==> src/rtl/arb_pkg.sv <==
// -----------------------------------------------------------------------------
// arb_pkg
//   Shared types and constants for the result arbiter slice.
//   - state_t : arbiter FSM state (IDLE, BUSY)
//   - N_REQ   : number of requesters
//   - SEL_W   : width of a requester index
//   - DATA_W  : width of one requester's result
//   - next_ptr: round-robin successor of an index, wrapping N_REQ-1 -> 0
// -----------------------------------------------------------------------------
package arb_pkg;

  localparam int unsigned N_REQ  = 8;
  localparam int unsigned SEL_W  = 3;
  localparam int unsigned DATA_W = 2;

  typedef enum logic {
    IDLE = 1'b0,
    BUSY = 1'b1
  } state_t;

  // N_REQ is a power of two, so the natural SEL_W-bit wrap is the modulo.
  function automatic logic [SEL_W-1:0] next_ptr(input logic [SEL_W-1:0] sel);
    return sel + 1'b1;
  endfunction

endpackage

==> src/rtl/rr_pick.sv <==
// -----------------------------------------------------------------------------
// rr_pick
//   Combinational rotate-priority encoder. Returns the first set request bit
//   at or after ptr, searching upward and wrapping N_REQ-1 -> 0.
//   Ports:
//     req [N_REQ-1:0] in  : request vector
//     ptr [SEL_W-1:0] in  : index with highest priority this round
//     idx [SEL_W-1:0] out : selected requester (0 when any is low)
//     any             out : at least one request is pending
// -----------------------------------------------------------------------------
module rr_pick
  import arb_pkg::*;
(
  input  logic [N_REQ-1:0] req,
  input  logic [SEL_W-1:0] ptr,
  output logic [SEL_W-1:0] idx,
  output logic             any
);

  logic             found;
  logic [SEL_W-1:0] pos;

  always_comb begin
    idx   = '0;
    found = 1'b0;
    pos   = '0;
    for (int unsigned k = 0; k < N_REQ; k++) begin
      pos = ptr + SEL_W'(k);
      if (!found && req[pos]) begin
        idx   = pos;
        found = 1'b1;
      end
    end
  end

  assign any = |req;

endmodule

==> src/rtl/result_arbiter_rr.sv <==
// -----------------------------------------------------------------------------
// result_arbiter_rr
//   Round-robin arbiter that forwards one requester's 2-bit result at a time
//   to a single consumer through a registered valid/ready offer.
//   Parameters:
//     TIMEOUT : stall cycles tolerated before an offer is abandoned (0 = never)
//   Ports:
//     clk         in  : system clock, rising edge
//     rst         in  : asynchronous active-high reset
//     req[7:0]    in  : per-requester request, held until acknowledged
//     req_data    in  : packed results, requester i at [2i+1:2i]
//     out_ready   in  : consumer accepts the offered result this cycle
//     out_valid   out : out_data/out_sel hold an offered result
//     out_data    out : granted requester's result
//     out_sel     out : granted requester index
//     gnt[7:0]    out : one-hot acknowledge, only in the transfer cycle
//     timeout_err out : one-cycle pulse when an offer is abandoned
//   Configuration:
//     ARB_PRIO0_EN : requester 0 always wins in IDLE, and a requester-0
//                    release leaves the round-robin pointer unchanged.
// -----------------------------------------------------------------------------
module result_arbiter_rr
  import arb_pkg::*;
#(
  parameter int unsigned TIMEOUT = 15
) (
  input  logic                    clk,
  input  logic                    rst,
  input  logic [N_REQ-1:0]        req,
  input  logic [N_REQ*DATA_W-1:0] req_data,
  input  logic                    out_ready,
  output logic                    out_valid,
  output logic [DATA_W-1:0]       out_data,
  output logic [SEL_W-1:0]        out_sel,
  output logic [N_REQ-1:0]        gnt,
  output logic                    timeout_err
);

  localparam int unsigned CNT_W  = ($clog2(TIMEOUT + 1) > 4) ? $clog2(TIMEOUT + 1) : 4;
  localparam logic        TMO_EN = (TIMEOUT != 0);

  state_t              state_q, state_d;
  logic [SEL_W-1:0]    ptr_q, ptr_d;
  logic                out_valid_q, out_valid_d;
  logic [DATA_W-1:0]   out_data_q, out_data_d;
  logic [SEL_W-1:0]    out_sel_q, out_sel_d;
  logic [CNT_W-1:0]    cnt_q, cnt_d;

  logic [SEL_W-1:0]    rr_idx;
  logic                rr_any;
  logic [SEL_W-1:0]    pick_idx;
  logic [DATA_W-1:0]   pick_data;
  logic [SEL_W-1:0]    release_ptr;
  logic                xfer;
  logic                tmo;
  logic [N_REQ-1:0]    gnt_vec;

  rr_pick u_rr_pick (
    .req (req),
    .ptr (ptr_q),
    .idx (rr_idx),
    .any (rr_any)
  );

  // Priority override sits outside the encoder so rr_pick stays pure RR.
  always_comb begin
    pick_idx = rr_idx;
`ifdef ARB_PRIO0_EN
    if (req[0]) begin
      pick_idx = '0;
    end
`endif
  end

  always_comb begin
    pick_data = '0;
    for (int unsigned i = 0; i < N_REQ; i++) begin
      if (SEL_W'(i) == pick_idx) begin
        pick_data = req_data[i*DATA_W +: DATA_W];
      end
    end
  end

  always_comb begin
    release_ptr = next_ptr(out_sel_q);
`ifdef ARB_PRIO0_EN
    if (out_sel_q == '0) begin
      release_ptr = ptr_q;
    end
`endif
  end

  // Acknowledge and timeout depend on this cycle's out_ready, so they are
  // decoded from registered state rather than registered themselves.
  // A ready consumer always beats the timeout in the same cycle.
  assign xfer = (state_q == BUSY) && out_ready;
  assign tmo  = (state_q == BUSY) && !out_ready && TMO_EN && (cnt_q == CNT_W'(TIMEOUT));

  always_comb begin
    gnt_vec           = '0;
    gnt_vec[out_sel_q] = xfer;
  end

  always_comb begin
    state_d     = state_q;
    ptr_d       = ptr_q;
    out_valid_d = out_valid_q;
    out_data_d  = out_data_q;
    out_sel_d   = out_sel_q;
    cnt_d       = cnt_q;
    case (state_q)
      IDLE: begin
        out_valid_d = 1'b0;
        if (rr_any) begin
          out_sel_d   = pick_idx;
          out_data_d  = pick_data;
          out_valid_d = 1'b1;
          cnt_d       = '0;
          state_d     = BUSY;
        end
      end
      BUSY: begin
        if (xfer || tmo) begin
          out_valid_d = 1'b0;
          ptr_d       = release_ptr;
          state_d     = IDLE;
        end else begin
          cnt_d = cnt_q + 1'b1;
        end
      end
      default: begin
        state_d     = IDLE;
        out_valid_d = 1'b0;
      end
    endcase
  end

  always_ff @(posedge clk or posedge rst) begin
    if (rst) begin
      state_q     <= IDLE;
      ptr_q       <= '0;
      out_valid_q <= 1'b0;
      out_data_q  <= '0;
      out_sel_q   <= '0;
      cnt_q       <= '0;
    end else begin
      state_q     <= state_d;
      ptr_q       <= ptr_d;
      out_valid_q <= out_valid_d;
      out_data_q  <= out_data_d;
      out_sel_q   <= out_sel_d;
      cnt_q       <= cnt_d;
    end
  end

  assign out_valid   = out_valid_q;
  assign out_data    = out_data_q;
  assign out_sel     = out_sel_q;
  assign gnt         = gnt_vec;
  assign timeout_err = tmo;

endmodule
==> config.mk <==
export PLATFORM = sky130hd
export DESIGN_NAME = result_arbiter_rr
export DESIGN_NICKNAME = d
export VERILOG_FILES = /design/src/rtl/arb_pkg.sv /design/src/rtl/rr_pick.sv /design/src/rtl/result_arbiter_rr.sv
export SDC_FILE = /design/constraint.sdc
export NUM_CORES = 1
export LEC_CHECK = 0
export CORE_MARGIN = 2
export CORE_UTILIZATION = 46
export DETAILED_ROUTE_END_ITERATION = 12
export GPL_TIMING_DRIVEN = 0
export HOLD_SLACK_MARGIN = 0.1
export PLACE_DENSITY = 0.78
export SETUP_SLACK_MARGIN = 0.2
export SLEW_MARGIN = 20
export SYNTH_ARGS = -nofsm -noshare
export SYNTH_HDL_FRONTEND = slang
export SYNTH_SLANG_ARGS = --single-unit
==> constraint.sdc <==
create_clock -name clk -period 3.4 [get_ports clk]
set_input_delay 0.68 -clock clk [delete_from_list [all_inputs] [get_ports clk]]
set_output_delay 0.68 -clock clk [all_outputs]
set_load 0.005 [all_outputs]
==> flow_summary.ini, run 1 <==
[clock_network]
numCtsBuffers = 3
clk_latency_ns = 0.25
clock_sinks = 14
cts_max_level = 1
cts.path.max_buffers = 2
clk_pin_slew_ns = 0.06
cts_tree = built
cts-root-buf = clkbuf_8

[synth]
synth.avg_cell_area_um2 = 9.56
syn_nets = 214
synth_compound_area_share_pct = 16.7
ys.flop_type = dfrtp_1
yosys.area_share.simple_pct = 19.6
synth.distinct_cells = 53
synthAdderAreaFrac_pct = 2.86
synth_mux_area_share_pct = 33.2
synthArstFlopShare_pct = 100
ys_ff_latch = 14
yosys_warnings = 0
synth_area_leaders = dfrtp_1 (20%), mux4_2 (18%), mux2i_1 (7.4%)
synth_edf_count = 0
synth_xor_area_share_pct = 3.00
synthCells = 183
synth_top_area_share_pct = 20.0
synth_top_cell_by_area = dfrtp_1
syn-cell-area_um2 = 1750
ys_seq_area_share_pct = 20.0
synth_top_family_by_area = multiplexers

[floorplan]
die_area_um2 = 4310
pin_count = 42
die_w_um = 65.7
fp.coreArea_um2 = 3660
initial_utilization_pct = 47.8
die-height_um = 65.7
num_rows = 22

[run_status]
status = completed

[layout]
drive_gt1_share_pct = 25.6
final_cell_mix = clkdlybuf4s50_1 (33), nand2_1 (17), mux4_2 (14), nor2_1 (14), dfrtp_1 (14)
num-fill-cells = 294
finalNonFillerCells = 286
finalInstanceArea_um2 = 2460
antenna_cells = 0
final_nets = 270
area_growth_pct = 40.8
final_common_cell = clkdlybuf4s50_1

[sta]
rsz0062_at_grt = yes
max_slew_margin_pct = 57.5
final.setup.tns_ns = 0
max_freq_mhz = 297
min_period_ns = 3.37
hold_ws_ns = 0.491
finClkSkew_ns = 0.00355
timing.final.hold_violations = 0
slew_viol_final = 0
fin_crit_sh_pct = 99.1
worst_slew_pin_slew_ns = 0.638
setup_viol = 0

[grt]
antenna_found_initial = 0
grt_pass1_wl_um = 7870
track_usage_pct = 23.7
grt_overflow = 0
grt_max_degree = 15
grt_pass1_vias = 1639

[place]
post-dp-hpwl_um = 3610
dp.cells = 272
place_congestion = 0.958
post_dp_cell_area_um2 = 2280
port_buffers = 41

[worst_setup_path]
critPathArrivalTime_ns = 3.50
cp-end-kind = register
critPathLaunchType = register
worst-setup-path-type = register to register
cp_data_required_time_ns = 3.53
path_max_fanout = 8
r2r_slack_ns = 0.03

[drt]
wl_um = 4880
dr.pass1.iters = 4
route.vias.total = 1764
drtIter0Drc = 118
wl_per_cell_um = 17.1
remaining_drc_errors = 0
via_per_inst = 6.17
drt.antenna.violating_nets = 0

[power_and_ir_drop]
ir_worst_vdd_uv = 749
power.density_nw_per_um2 = 1190
leakage_uw = 0.000980

[run]
cap_violations = 0

[min_path]
hold_path_class = register to register
-- Yosys cell counts, types with 3 or more instances --
cell and number:
mux2_2 10, xnor2_1 3, nand2_1 17, a21oi_1 5
mux2i_1 13, clkbuf_1 4, mux4_2 14, nand2b_1 6
o211ai_1 3, o22ai_1 3, xor2_1 3, ha_1 4
nor2_1 14, nand3_1 10, dfrtp_1 14, inv_1 6
o21ai_0 5
-- timing repair --
action / in CTS / in global routing
gates resized for setup: 17 / 3
hold buffers: 0 / 0
pin swaps: 8 / 7
endpoints found under the hold margin: 0 / 0
buffers inserted: 5 / 5
endpoints found under the setup margin: 3 / 3
gates cloned: 0 / 0
-- path summary, 6_finish.rpt --
| kind | startpoint | to | cells after the start |
|---|---|---|---|
| worst max-delay path | ptr_q[1] | out_data[1] | 14 |
| worst min-delay path | out_data[0] | out_data[0] | 2 |
| worst max register to register | ptr_q[1] | out_data[1] | 14 |
| worst min register to register | out_data[0] | out_data[0] | 2 |
| max in group asynchronous | rst | out_sel[1] | 2 |
| min in group asynchronous | rst | ptr_q[1] | 2 |
-- registers in the layout, indices dropped and copies added (netlist names) --
signal,flops
out_sel,3
cnt_q,4
out_data,2
out_valid,1
state_q,1
ptr_q,3
-- metal layers --
metal  routed length, µm  share of wire [%]  GRT usage (%)  vias to the layer above
li1                    -                  -              -                      819
met2                2290                 47           37.1                       76
met4                  59                1.2           7.29                        0
met3                 381                7.8           4.45                        8
met5                   0                  0              0                        -
met1                2160                 44           33.3                      861
-- power by group --
group	leakage [µW]	total, µW	internal, µW	switching (µW)
logic	0.000781	2420	1210	1210
registers	0.000170	339	249	90.2
clock network	0.0000288	166	103	62.9
total	0.000980	2920	1560	1360
-- cell families (layout without fill, tap and decap cells) --
| group | Yosys count | count (layout) |
|---|---|---|
| buffers and inverters | 16 | 71 |
| multiplexers | 39 | 39 |
| flip-flops | 14 | 14 |
| AND/OR/NAND/NOR | 65 | 65 |
| XOR/XNOR | 6 | 6 |
| AO/OA/AOI/OAI | 39 | 39 |
| adder cells (fa/ha/maj) | 4 | 4 |
-- area by class of cell --
cell class	count	area (µm²)	area share, %
buffer	9	80.1	3.25
clock buffer	4	55.1	2.23
inverter	7	36.3	1.47
multi-input combinational	153	1410	57.1
sequential	14	350	14.2
tap	48	60.1	2.44
timing repair buffer	51	475	19.3
-- metrics by stage --
step | total power, µW | setup slack, ns | util [%]
6_report | 2920 | 0.0316 | 67.3
5_1_grt | 3130 | -0.0905 | 67.3
4_1_cts | 2780 | 0.0102 | 65.8
3_5_place_dp | 2440 | -0.386 | 62.3
3_3_place_gp | 2410 | -0.349 | 62.3
2_1_floorplan | 1980 | 0.0932 | -
-- critical path: stages, from the launching register on --
cell and delay [ns]:
dfrtp_1 0.37, buf_6 0.11, buf_12 0.10, inv_6 0.04, ha_4 0.25, buf_8 0.11
mux4_2 0.51, a211o_1 0.32, nor3_4 0.26, o21ai_4 0.13, o22a_4 0.27, nor2_8 0.19
mux2_4 0.34, o22ai_4 0.16, o31ai_2 0.08
Power figures use the tool's default switching activity.
==> inputs of run 2 (changes only) <==
--- a/config.mk
+++ b/config.mk
@@ -5,12 +5,14 @@
 export SDC_FILE = /design/constraint.sdc
 export NUM_CORES = 1
 export LEC_CHECK = 0
+export CELL_PAD_IN_SITES_DETAIL_PLACEMENT = 0
+export CELL_PAD_IN_SITES_GLOBAL_PLACEMENT = 1
 export CORE_MARGIN = 2
-export CORE_UTILIZATION = 46
+export CORE_UTILIZATION = 34
 export DETAILED_ROUTE_END_ITERATION = 12
 export GPL_TIMING_DRIVEN = 0
 export HOLD_SLACK_MARGIN = 0.1
-export PLACE_DENSITY = 0.78
+export PLACE_DENSITY_LB_ADDON = 0.1
 export SETUP_SLACK_MARGIN = 0.2
 export SLEW_MARGIN = 20
 export SYNTH_ARGS = -nofsm -noshare
==> flow_summary.ini, run 2 (synthesis results as in run 1) <==
[drt]
route.vias.total = 1716
via_per_inst = 5.50
drt.antenna.violating_nets = 0
wl_um = 4950
dr.pass1.iters = 4
drtIter0Drc = 152
wl_per_cell_um = 15.9
remaining_drc_errors = 0

[place]
post_dp_cell_area_um2 = 2310
place_congestion = 0.827
post-dp-hpwl_um = 3780
port_buffers = 41

[layout]
largest-register = cnt_q
antenna_cells = 0
area_growth_pct = 44.3
drive_gt1_share_pct = 29.8
final_common_cell = clkdlybuf4s50_1
finalInstanceArea_um2 = 2520
final_util_pct = 50.1
largest_reg_flops = 4
final_cell_mix = clkdlybuf4s50_1 (33), nand2_1 (16), buf_4 (16), mux4_2 (14), dfrtp_1 (14)
final_nets = 275

[run]
cap_violations = 0

[floorplan]
die_w_um = 75.7
die_area_um2 = 5730
initial_utilization_pct = 34.7
fp.coreArea_um2 = 5040
pin_count = 42
die-height_um = 75.7
num_rows = 26

[clock_network]
cts-root-buf = clkbuf_8
cts_max_level = 1
cts.path.max_buffers = 2
numCtsBuffers = 3
cts_hold_buf = 0
cts_tree = built
clk_pin_slew_ns = 0.06
clock_sinks = 14
clk_latency_ns = 0.24

[sta]
timing.final.hold_violations = 0
setup_viol = 1
setup_slack_ns = -0.0171
worst_slew_pin_slew_ns = 0.680
max_slew_margin_pct = 54.7
finClkSkew_ns = 0.000453
fin_crit_sh_pct = 101
min_period_ns = 3.42
slew_viol_final = 0
max_freq_mhz = 293
hold_ws_ns = 0.495
rsz0062_at_grt = yes

[grt]
grt_max_degree = 15
grt_overflow = 0
grt_pass1_wl_um = 8200
antenna_found_initial = 0
grt_pass1_vias = 1739
track_usage_pct = 18.5

[power_and_ir_drop]
ir_worst_vdd_uv = 487
leakage_uw = 0.00100
power.density_nw_per_um2 = 1190

[worst_setup_path]
cp_data_required_time_ns = 3.51
slowest_delay_ns = 0.54
path_cells = buf_6 -> buf_12 -> inv_8 -> ha_4 -> buf_8 -> mux4_2 -> a211o_1 -> nor3_2 -> o21ai_2 -> o22a_2 -> nor2_8 -> mux2_2 -> o22ai_4 -> o31ai_2
critPathArrivalTime_ns = 3.53
critPathSlowestCell = mux4_2
critPathLaunchType = register
cp-end-kind = register
path_buf_inv = 4
path_max_fanout = 8
worst-setup-path-type = register to register
critical_path.top_delay_family = multiplexers

[run_status]
violations = negative setup slack
status = complete, but fails checks

[min_path]
hold_path_class = register to register
run 2: final cells by class:
cell class	count	area, µm²
sequential	14	350
timing repair buffer	56	513
multi-input combinational	153	1410
fill	472	2520
tap	70	87.6
inverter	7	38.8
buffer	9	80.1
clock buffer	3	41.3
run 2: path summary, 6_finish.rpt:
| kind | start | slack (ns) | endpoint | cells after the start |
|---|---|---|---|---|
| max | ptr_q[1] | -0.02 | out_data[0] | 14 |
| min | out_data[0] | 0.49 | out_data[0] | 2 |
| max reg2reg | ptr_q[1] | -0.02 | out_data[0] | 14 |
| min reg2reg | out_data[0] | 0.49 | out_data[0] | 2 |
| max in group asynchronous | rst | 2.26 | out_data[1] | 2 |
| min in group asynchronous | rst | 0.78 | out_valid | 2 |
run 2: per-stage QoR:
stage / total power, µW / setup TNS, ns / worst slack, ns / cells
after floorplan: 1980 / 0 / 0.0932 / 183
after global placement: 2430 / -0.605 / -0.311 / 294
after detailed placement: 2470 / -0.781 / -0.384 / 294
after CTS: 2860 / 0 / 0.0350 / 307
after global routing: 3250 / -0.369 / -0.195 / 312
final: 3010 / -0.0171 / -0.0171 / 312
run 2: power breakdown:
part	leakage (µW)	internal [µW]	switching (µW)
Clock	0.0000216	78.2	55.2
Sequential	0.000170	249	84.4
Combinational	0.000809	1290	1250
run 2: what timing repair did:
action | in CTS | in global routing
gates resized for setup | 18 | 8
setup buffers | 10 | 5
endpoints found under the hold margin | 0 | 0
endpoints found under the setup margin | 3 | 3
pin swaps | 10 | 11
run 2: metal layers:
metal  share of wire [%]  global-route usage, %
met3                 3.2                   1.98
met4                 2.5                   6.82
met1                  41                   22.9
met5                   0                      0
met2                  53                   33.2
run 2: worst min-delay path: stages, from the launching register on:
cell and delay (ns):
dfrtp_1 0.34, nand2_1 0.06, o31ai_2 0.06
